**src/rtl/fifo_stream_pkg.sv**
```systemverilog
`default_nettype none
// ============================================================================
//  Module      : fifo_stream_pkg
//  Description : Shared types for the FIFO read-side stream adapter. The
//                buffer state doubles as the buffered-word count.
//  Revision    : 1.0 - initial release
// ============================================================================
package fifo_stream_pkg;

    // Width of the buffered-word count (0..2)
    localparam int LEVEL_WIDTH = 2;

    // Buffer occupancy; encoding equals the number of words held
    typedef enum logic [LEVEL_WIDTH-1:0] {
        BUF_EMPTY = 2'd0,
        BUF_ONE   = 2'd1,
        BUF_TWO   = 2'd2
    } state_t;

endpackage
`default_nettype wire

```
**src/rtl/fifo_stream_reader.sv**
```systemverilog
`ifndef FIFO_STREAM_READER_SV
`define FIFO_STREAM_READER_SV
`default_nettype none
// ============================================================================
//  Module      : fifo_stream_reader
//  Description : Drains a show-ahead FIFO read port into a registered
//                valid/ready stream through a two-word skid buffer. The FIFO
//                pop depends only on registered state, so downstream ready
//                never reaches the FIFO combinationally. Provides synchronous
//                flush and a free-running accepted-transfer counter.
//  Revision    : 1.0 - initial release
// ============================================================================
module fifo_stream_reader
    import fifo_stream_pkg::*;
#(
    parameter int DATA_WIDTH  = 8,
    parameter int COUNT_WIDTH = 16
) (
    input  logic                   i_clock,
    input  logic                   i_areset,
    input  logic [DATA_WIDTH-1:0]  i_fifo_data,
    input  logic                   i_fifo_empty,
    output logic                   o_fifo_rd_en,
    input  logic                   i_flush,
    output logic [DATA_WIDTH-1:0]  o_data,
    output logic                   o_valid,
    input  logic                   i_ready,
    output logic [LEVEL_WIDTH-1:0] o_level,
    output logic [COUNT_WIDTH-1:0] o_xfer_count
);

    state_t                  r_state;
    state_t                  w_state_nxt;
    logic [DATA_WIDTH-1:0]   r_head;
    logic [DATA_WIDTH-1:0]   w_head_nxt;
    logic [DATA_WIDTH-1:0]   r_skid;
    logic [DATA_WIDTH-1:0]   w_skid_nxt;
    logic [COUNT_WIDTH-1:0]  r_count;
    logic                    w_push;
    logic                    w_take;

    // Pop only when room exists; reset gates the strobe so no word is lost
    // from the FIFO while the buffer is held cleared.
    assign o_fifo_rd_en = !i_fifo_empty && (r_state != BUF_TWO) && !i_flush && !i_areset;

    assign w_push       = o_fifo_rd_en;
    assign o_valid      = (r_state != BUF_EMPTY);
    assign w_take       = o_valid && i_ready;
    assign o_data       = r_head;
    assign o_level      = r_state;
    assign o_xfer_count = r_count;

    // State, head and skid registers
    always_ff @(posedge i_clock or posedge i_areset) begin
        if (i_areset) begin
            r_state <= BUF_EMPTY;
            r_head  <= '0;
            r_skid  <= '0;
        end else begin
            r_state <= w_state_nxt;
            r_head  <= w_head_nxt;
            r_skid  <= w_skid_nxt;
        end
    end

    // Next-state and head/skid muxing; flush overrides every transition but
    // leaves the data registers untouched since o_data is don't-care then.
    always_comb begin
        w_state_nxt = r_state;
        w_head_nxt  = r_head;
        w_skid_nxt  = r_skid;
        if (i_flush) begin
            w_state_nxt = BUF_EMPTY;
        end else begin
            case (r_state)
                BUF_EMPTY: begin
                    if (w_push) begin
                        w_state_nxt = BUF_ONE;
                        w_head_nxt  = i_fifo_data;
                    end
                end
                BUF_ONE: begin
                    if (w_push && w_take) begin
                        w_head_nxt  = i_fifo_data;
                    end else if (w_push) begin
                        w_state_nxt = BUF_TWO;
                        w_skid_nxt  = i_fifo_data;
                    end else if (w_take) begin
                        w_state_nxt = BUF_EMPTY;
                    end
                end
                BUF_TWO: begin
                    // No pop is issued here, so only a take can move us
                    if (w_take) begin
                        w_state_nxt = BUF_ONE;
                        w_head_nxt  = r_skid;
                    end
                end
                default: begin
                    w_state_nxt = BUF_EMPTY;
                end
            endcase
        end
    end

    // Accepted-transfer counter; counts takes even during a flush cycle
    always_ff @(posedge i_clock or posedge i_areset) begin
        if (i_areset) begin
            r_count <= '0;
        end else if (w_take) begin
            r_count <= r_count + COUNT_WIDTH'(1);
        end
    end

endmodule
`default_nettype wire
`endif

```
**config.mk**
```make
export PLATFORM = sky130hd
export DESIGN_NAME = fifo_stream_reader
export DESIGN_NICKNAME = d
export VERILOG_FILES = /design/src/rtl/fifo_stream_pkg.sv /design/src/rtl/fifo_stream_reader.sv
export SDC_FILE = /design/constraint.sdc
export NUM_CORES = 1
export LEC_CHECK = 0
export CAP_MARGIN = 20
export CORE_AREA = 2 2 66 68
export CTS_BUF_LIST = sky130_fd_sc_hd__clkbuf_4 sky130_fd_sc_hd__clkbuf_8
export DETAILED_ROUTE_END_ITERATION = 8
export DIE_AREA = 0 0 68 70
export PLACE_DENSITY = 0.66
export SYNTH_ARGS = -nofsm -noshare
export SYNTH_HDL_FRONTEND = slang
export SYNTH_SLANG_ARGS = --single-unit
```
**constraint.sdc**
```tcl
create_clock -name i_clock -period 2.54 [get_ports i_clock]
set_input_delay 0.635 -clock i_clock [delete_from_list [all_inputs] [get_ports i_clock]]
set_output_delay 0.635 -clock i_clock [all_outputs]
set_load 0.03 [all_outputs]
```
==> results.md, run 1 <==
* Post-CTS setup buffers at 0
* Clock Skews at 5.14 ps
* Post-synth EDFFs at 0
* Total number of yosys warnings at 0
* Critical path's slowest cell: clkdlybuf4s50_1
* DR iter-0 viols at 92
* Clock transition at the registers of the reported paths at 70 ps
* Synth Net Count at 140
* Clock tree sinks at 34
* Mapped cell area at 1570 µm²
* Final hold vios at 0
* Share of layout cells above drive strength 1 at 25.4%
* FP Rows at 24
* Placed Area at 2060 µm²
* Crit path kind: flip-flop to output port
* CP Data Required Time at 1900 ps
* Critical Path, Cell by Cell: or2_2, clkdlybuf4s50_1
* Max clock buf depth at 2
* First drt pass iteration count at 4
* Die area at 4760 µm²
* Fraction of registers with async set/reset at 100%
* Worst path top cell family by delay: buffers and inverters
* CTS H-tree lvls at 2
* Via count at 1117
* WP buf/inv at 1
* Count of pins over their slew limit at 0
* Design area at 2160 µm²
* Post-CTS sizing at 0
* Crit-path max FO at 12
* Final setup TNS at 0 ps
* Worst Hold Class: flip-flop to flip-flop
* Mean area per synthesized cell at 12.5 µm²
* Peak Freq at 0.419 GHz
* Top cell type's share of synthesized area at 54.1%
* RSZ-0062 raised after global routing: false
* Vias per cell at 4.88
* Global-route wire length before repair at 5140 µm
* Root Driver: clkbuf_8
* Chip height at 70 µm
* Number of CTS-inserted buffers at 5
* Post-DRT Antenna Nets at 0
* Area delta synth->final at 37.0%
* Min Hold Slack at 490 ps
* Cell Pwr Density at 721 nW/µm²
* Slew headroom at 70.7%
* Peak supply drop at 0.418 mV
* Post-DP HPWL at 2260 µm
* Hold Buf Count CTS at 0
* Leakage at 0.953 nW
* Final core utilization at 52.1%
* Final Wtd Congestion at 0.822
* Setup crit end kind: output port
* DR WL/cell at 13.3 µm
* Flops & latches, synth at 34
* Chip width at 68 µm
* Antenna Cells at 0
* Post-route DRC at 0
* Worst-Skew Late Latency at 280 ps
* Core area at 4140 µm²
* Area leader, netlist: dfrtp_1
* Vias in the first global route at 1160
* Ys flop type: dfrtp_1
* Synth area leaders: dfrtp_1 54%, mux2_2 17%, xor2_1 4.5%
* CP arrival at 1750 ps
* Library cells used by synthesis at 30
* Final #Nets at 190
* Most common cell after layout, fill and taps aside: clkdlybuf4s50_1
* Most frequent cells in the layout: 39 x clkdlybuf4s50_1, 34 x dfrtp_1, 24 x mux2_2
* Pin count of the biggest net entering global routing at 35
* CTS tree: yes
* Sequential-to-total area share from yosys stat at 54.1%
* # setup viols final at 0
* Final period util at 94.1%
* Input/output buffers at 40
* Initial antenna violation count at 0
* Worst-Margin Slew at 436 ps
* Grt total ovfl at 0
* Status: finished, final reports clean
* All-Layer GR Usage at 14.4%
* Post-Syn Instances at 126
* # IOs at 41
* Max_cap viols at 0
* Initial core utilization at 38.0%
* Max incr delay on CP at 590 ps
* Crit path launch type: flip-flop
* Final worst path period need at 2390 ps
* Total wire length at 3050 µm
==> synth_stat cells, types with 2 or more instances <==
cell,n
nand4_1,2
mux2_2,24
nor3_1,3
nand2_1,8
nand3b_1,2
dfrtp_1,34
nor2_1,10
inv_1,4
nor4_1,2
xor2_1,8
nand3_1,2
or4_4,2
or2_2,2
xnor2_1,7
==> cell type report <==
cell class | count | area (µm²)
fill | 371 | 1990
sequential | 34 | 851
multi-input combinational | 85 | 688
timing repair buffer | 46 | 443
clock buffer | 7 | 90.1
tap | 52 | 65.1
inverter | 4 | 15.0
clock inverter | 1 | 5.00
==> where the power goes <==
part,switching (mW),internal (mW),leakage (nW)
clock,0.183,0.229,0.0517
sequential,0.0762,0.631,0.434
combinational,0.222,0.214,0.468
total,0.481,1.07,0.953
==> stage by stage <==
| step | setup WS (ps) | cells | total power, mW |
|---|---|---|---|
| floorplan | 348 | 126 | 0.959 |
| global placement | 109 | 221 | 1.14 |
| detailed placement | 76.6 | 221 | 1.16 |
| CTS | 140 | 229 | 1.57 |
| global route | 102 | 229 | 1.63 |
| finish | 151 | 229 | 1.55 |
==> routing by layer <==
layer	GRT usage (%)	wire (µm)
met3	4.19	146
met2	23.9	1570
met1	17.2	1300
met5	0	0
met4	5.33	35
==> registers in the layout, summed over array words and instances (netlist names) <==
name and cells:
o_data 8, r_skid 8, o_xfer_count 16, o_level 2
==> final timing paths <==
kind                                   from               end  slack, ps  depth (start not counted)
setup / recovery                 o_level[1]           o_valid        150                          2
hold / removal             o_xfer_count[15]  o_xfer_count[15]        490                          1
setup reg to reg                 o_level[1]         o_data[2]        610                          3
hold reg to reg            o_xfer_count[15]  o_xfer_count[15]        490                          1
max in group asynchronous          i_areset   o_xfer_count[2]       1390                          3
min in group asynchronous          i_areset   o_xfer_count[7]        850                          3
==> logic make-up after synthesis <==
| group | after synthesis | synth area share [%] |
|---|---|---|
| AND/OR/NAND/NOR | 37 | 12.2 |
| multiplexers | 26 | 18.5 |
| XOR/XNOR | 15 | 8.35 |
| AO/OA/AOI/OAI | 6 | 3.82 |
| buffers and inverters | 7 | 2.22 |
| adder cells (fa/ha/maj) | 1 | 0.795 |
| flip-flops | 34 | 54.1 |
No activity file was read; power rests on OpenSTA's default activity.
==> run 2, diff against run 1 <==
--- a/config.mk
+++ b/config.mk
@@ -5,12 +5,12 @@
 export SDC_FILE = /design/constraint.sdc
 export NUM_CORES = 1
 export LEC_CHECK = 0
+export ABC_AREA = 1
 export CAP_MARGIN = 20
-export CORE_AREA = 2 2 66 68
+export CORE_AREA = 2 2 69 71
 export CTS_BUF_LIST = sky130_fd_sc_hd__clkbuf_4 sky130_fd_sc_hd__clkbuf_8
 export DETAILED_ROUTE_END_ITERATION = 8
-export DIE_AREA = 0 0 68 70
-export PLACE_DENSITY = 0.66
+export DIE_AREA = 0 0 71 73
 export SYNTH_ARGS = -nofsm -noshare
 export SYNTH_HDL_FRONTEND = slang
 export SYNTH_SLANG_ARGS = --single-unit
==> run 2 against run 1 <==
Register-to-register slack better by 390 ps. Count of clock-buffer cells in the layout stayed put. Maximum frequency is 4.9% higher. Wire length is 8.7% higher. Sequential power is 10% higher. Final cell count is 31% higher. Sequential share of layout area is 1.3 points lower. Non-clock buffer count is 5 lower. Synthesized cell count is 59% higher. Setup slack better by 110 ps. Clock skew is 2.7 ps higher. Largest power group unchanged.
==> results.md, run 2 <==
* Worst-Skew Late Latency at 290 ps
* Post-synth top cells: 52 x nand2_1, 34 x dfrtp_1, 23 x inv_1
* Count of pins over their slew limit at 0
* Multi-input gate area at 719 µm²
* Max reg flops at 16
* # IOs at 41
* Synth area leaders: dfrtp_1 50%, nand2_1 11%, inv_1 5.1%
* DR WL/cell at 11.1 µm
* Input/output buffers at 40
* Post-route DRC at 0
* Layout fillers at 451
* Flops & latches, synth at 34
* First drt pass iteration count at 6
* Chip width at 71 µm
* Root Driver: clkbuf_8
* Mean area per synthesized cell at 8.50 µm²
* Slew headroom at 71.5%
* Initial antenna violation count at 0
* Mapped cell area at 1700 µm²
* CP arrival at 1640 ps
* Area delta synth->final at 31.4%
* All-Layer GR Usage at 14.4%
* Clock tree sinks at 34
* Max_cap viols at 0
* Vias in the first global route at 1246
* Number of CTS-inserted buffers at 5
* CTS tree: yes
* Sequential-to-total area share from yosys stat at 50.1%
* Peak Freq at 0.439 GHz
* Chip height at 73 µm
* Final Wtd Congestion at 0.789
* Top cell type's share of synthesized area at 50.1%
* Final worst path period need at 2280 ps
* Design area at 2230 µm²
* Area leader, netlist: dfrtp_1
* Most frequent cells in the layout: 52 x nand2_1, 39 x clkdlybuf4s50_1, 34 x dfrtp_1
* CTS H-tree lvls at 2
* Die area at 5180 µm²
* Hold Buf Count CTS at 0
* RSZ-0062 raised after global routing: false
* Grt total ovfl at 0
* Initial core utilization at 37.5%
* Critical path's slowest cell: clkdlybuf4s50_1
* Setup crit end kind: output port
* Most common cell after layout, fill and taps aside: nand2_1
* Post-Layout Cell Count at 299
* FP Rows at 25
* Post-synth EDFFs at 0
* Critical Path, Cell by Cell: clkdlybuf4s50_1, nor2_1, nand3_2, inv_1, buf_4
* Library cells used by synthesis at 26
* Worst-Margin Slew at 428 ps
* Worst path top cell family by delay: buffers and inverters
* Synth Net Count at 214
* FF+latch area at 851 µm²
* Worst Hold Class: flip-flop to flip-flop
* Final setup margin at 264 ps
* # setup viols final at 0
* Final setup TNS at 0 ps
* Global-route wire length before repair at 5730 µm
* Final core utilization at 49.2%
* Pin count of the biggest net entering global routing at 35
* CP Data Required Time at 1900 ps
* Clock Skews at 7.82 ps
* Leakage at 1.04 nW
* DR iter-0 viols at 41
* Dpl ws at 270 ps
* Crit path kind: primary input to output port
* Max clock buf depth at 2
* Total wire length at 3320 µm
* Placed Area at 2140 µm²
* Vias per cell at 4.59
* Final hold vios at 0
* Core area at 4540 µm²
* Post-CTS sizing at 0
* Share of layout cells above drive strength 1 at 11.4%
* Post-DP HPWL at 2390 µm
* Crit-path max FO at 4
* Peak supply drop at 0.481 mV
* Cell Pwr Density at 822 nW/µm²
* Post-DRT Antenna Nets at 0
* Post-CTS setup buffers at 0
* Fraction of registers with async set/reset at 100%
* Ys flop type: dfrtp_1
* Most frequent cell after synthesis: nand2_1
* Post-Syn Instances at 200
* Final period util at 89.6%
* Total Power at 1.83 mW
* Total number of yosys warnings at 0
* Min Hold Slack at 482 ps
* Final #Nets at 258
* Max incr delay on CP at 450 ps
* WP buf/inv at 3
* Crit path launch type: primary input
* Via count at 1373
* Clock transition at the registers of the reported paths at 70 ps
* Placed Cells at 291
* Status: finished, final reports clean
* Antenna Cells at 0
[run 2: cell count changes in the layout (fill, tap and decap cells not counted), sizes merged, moves of 7 or more]
cell / before / now
nand2: 8 / 54
mux2: 25 / 0
xor2: 8 / 1
nor2: 10 / 24
inv: 4 / 25
o21ai: 0 / 20
a21oi: 2 / 10
[run 2: cell type report]
cell class | count | share of cell area, %
Tap cell | 54 | 3.03
Inverter | 25 | 4.20
Clock inverter | 1 | 0.224
Multi-Input combinational cell | 137 | 32.2
Timing Repair Buffer | 41 | 18.2
Sequential cell | 34 | 38.1
Clock buffer | 7 | 4.04
[run 2: power breakdown]
| part | switching [mW] | leakage, nW | internal, mW |
|---|---|---|---|
| clock network | 0.193 | 0.0517 | 0.229 |
| registers | 0.0953 | 0.429 | 0.685 |
| logic | 0.365 | 0.554 | 0.267 |
| total | 0.654 | 1.04 | 1.18 |
[run 2: layer usage]
layer,routed length (µm),global-route usage [%],vias to the layer above
li1,-,-,717
met1,1570,17.9,618
met2,1490,22.4,32
met3,202,5.39,6
met4,56,6.29,0
met5,0,0,-
[run 2: cells by family (layout without fill, tap and decap cells)]
kind of cell | count (synthesis) | after routing | synth area share (%)
AO/OA/AOI/OAI | 31 | 31 | 11.3
adder cells (fa/ha/maj) | 1 | 1 | 0.736
AND/OR/NAND/NOR | 95 | 95 | 25.2
buffers and inverters | 29 | 74 | 7.58
XOR/XNOR | 10 | 10 | 5.15
flip-flops | 34 | 34 | 50.1
[run 2: tightest hold or removal path: cells and delay by family (launching register included)]
family | cells | cell delay (ps)
AOI/OAI and AO/OA | 1 | 50
DFF | 1 | 340
and+or+nand+nor | 1 | 60
[run 2: final timing paths]
kind,from,to,slack (ps),depth (start not counted)
max,i_flush,o_fifo_rd_en,260,5
min,o_data[4],o_data[4],480,2
max reg2reg,o_level[0],o_data[2],1000,7
min reg2reg,o_data[4],o_data[4],480,2
max in group asynchronous,i_areset,r_skid[7],1370,3
min in group asynchronous,i_areset,o_xfer_count[14],860,3
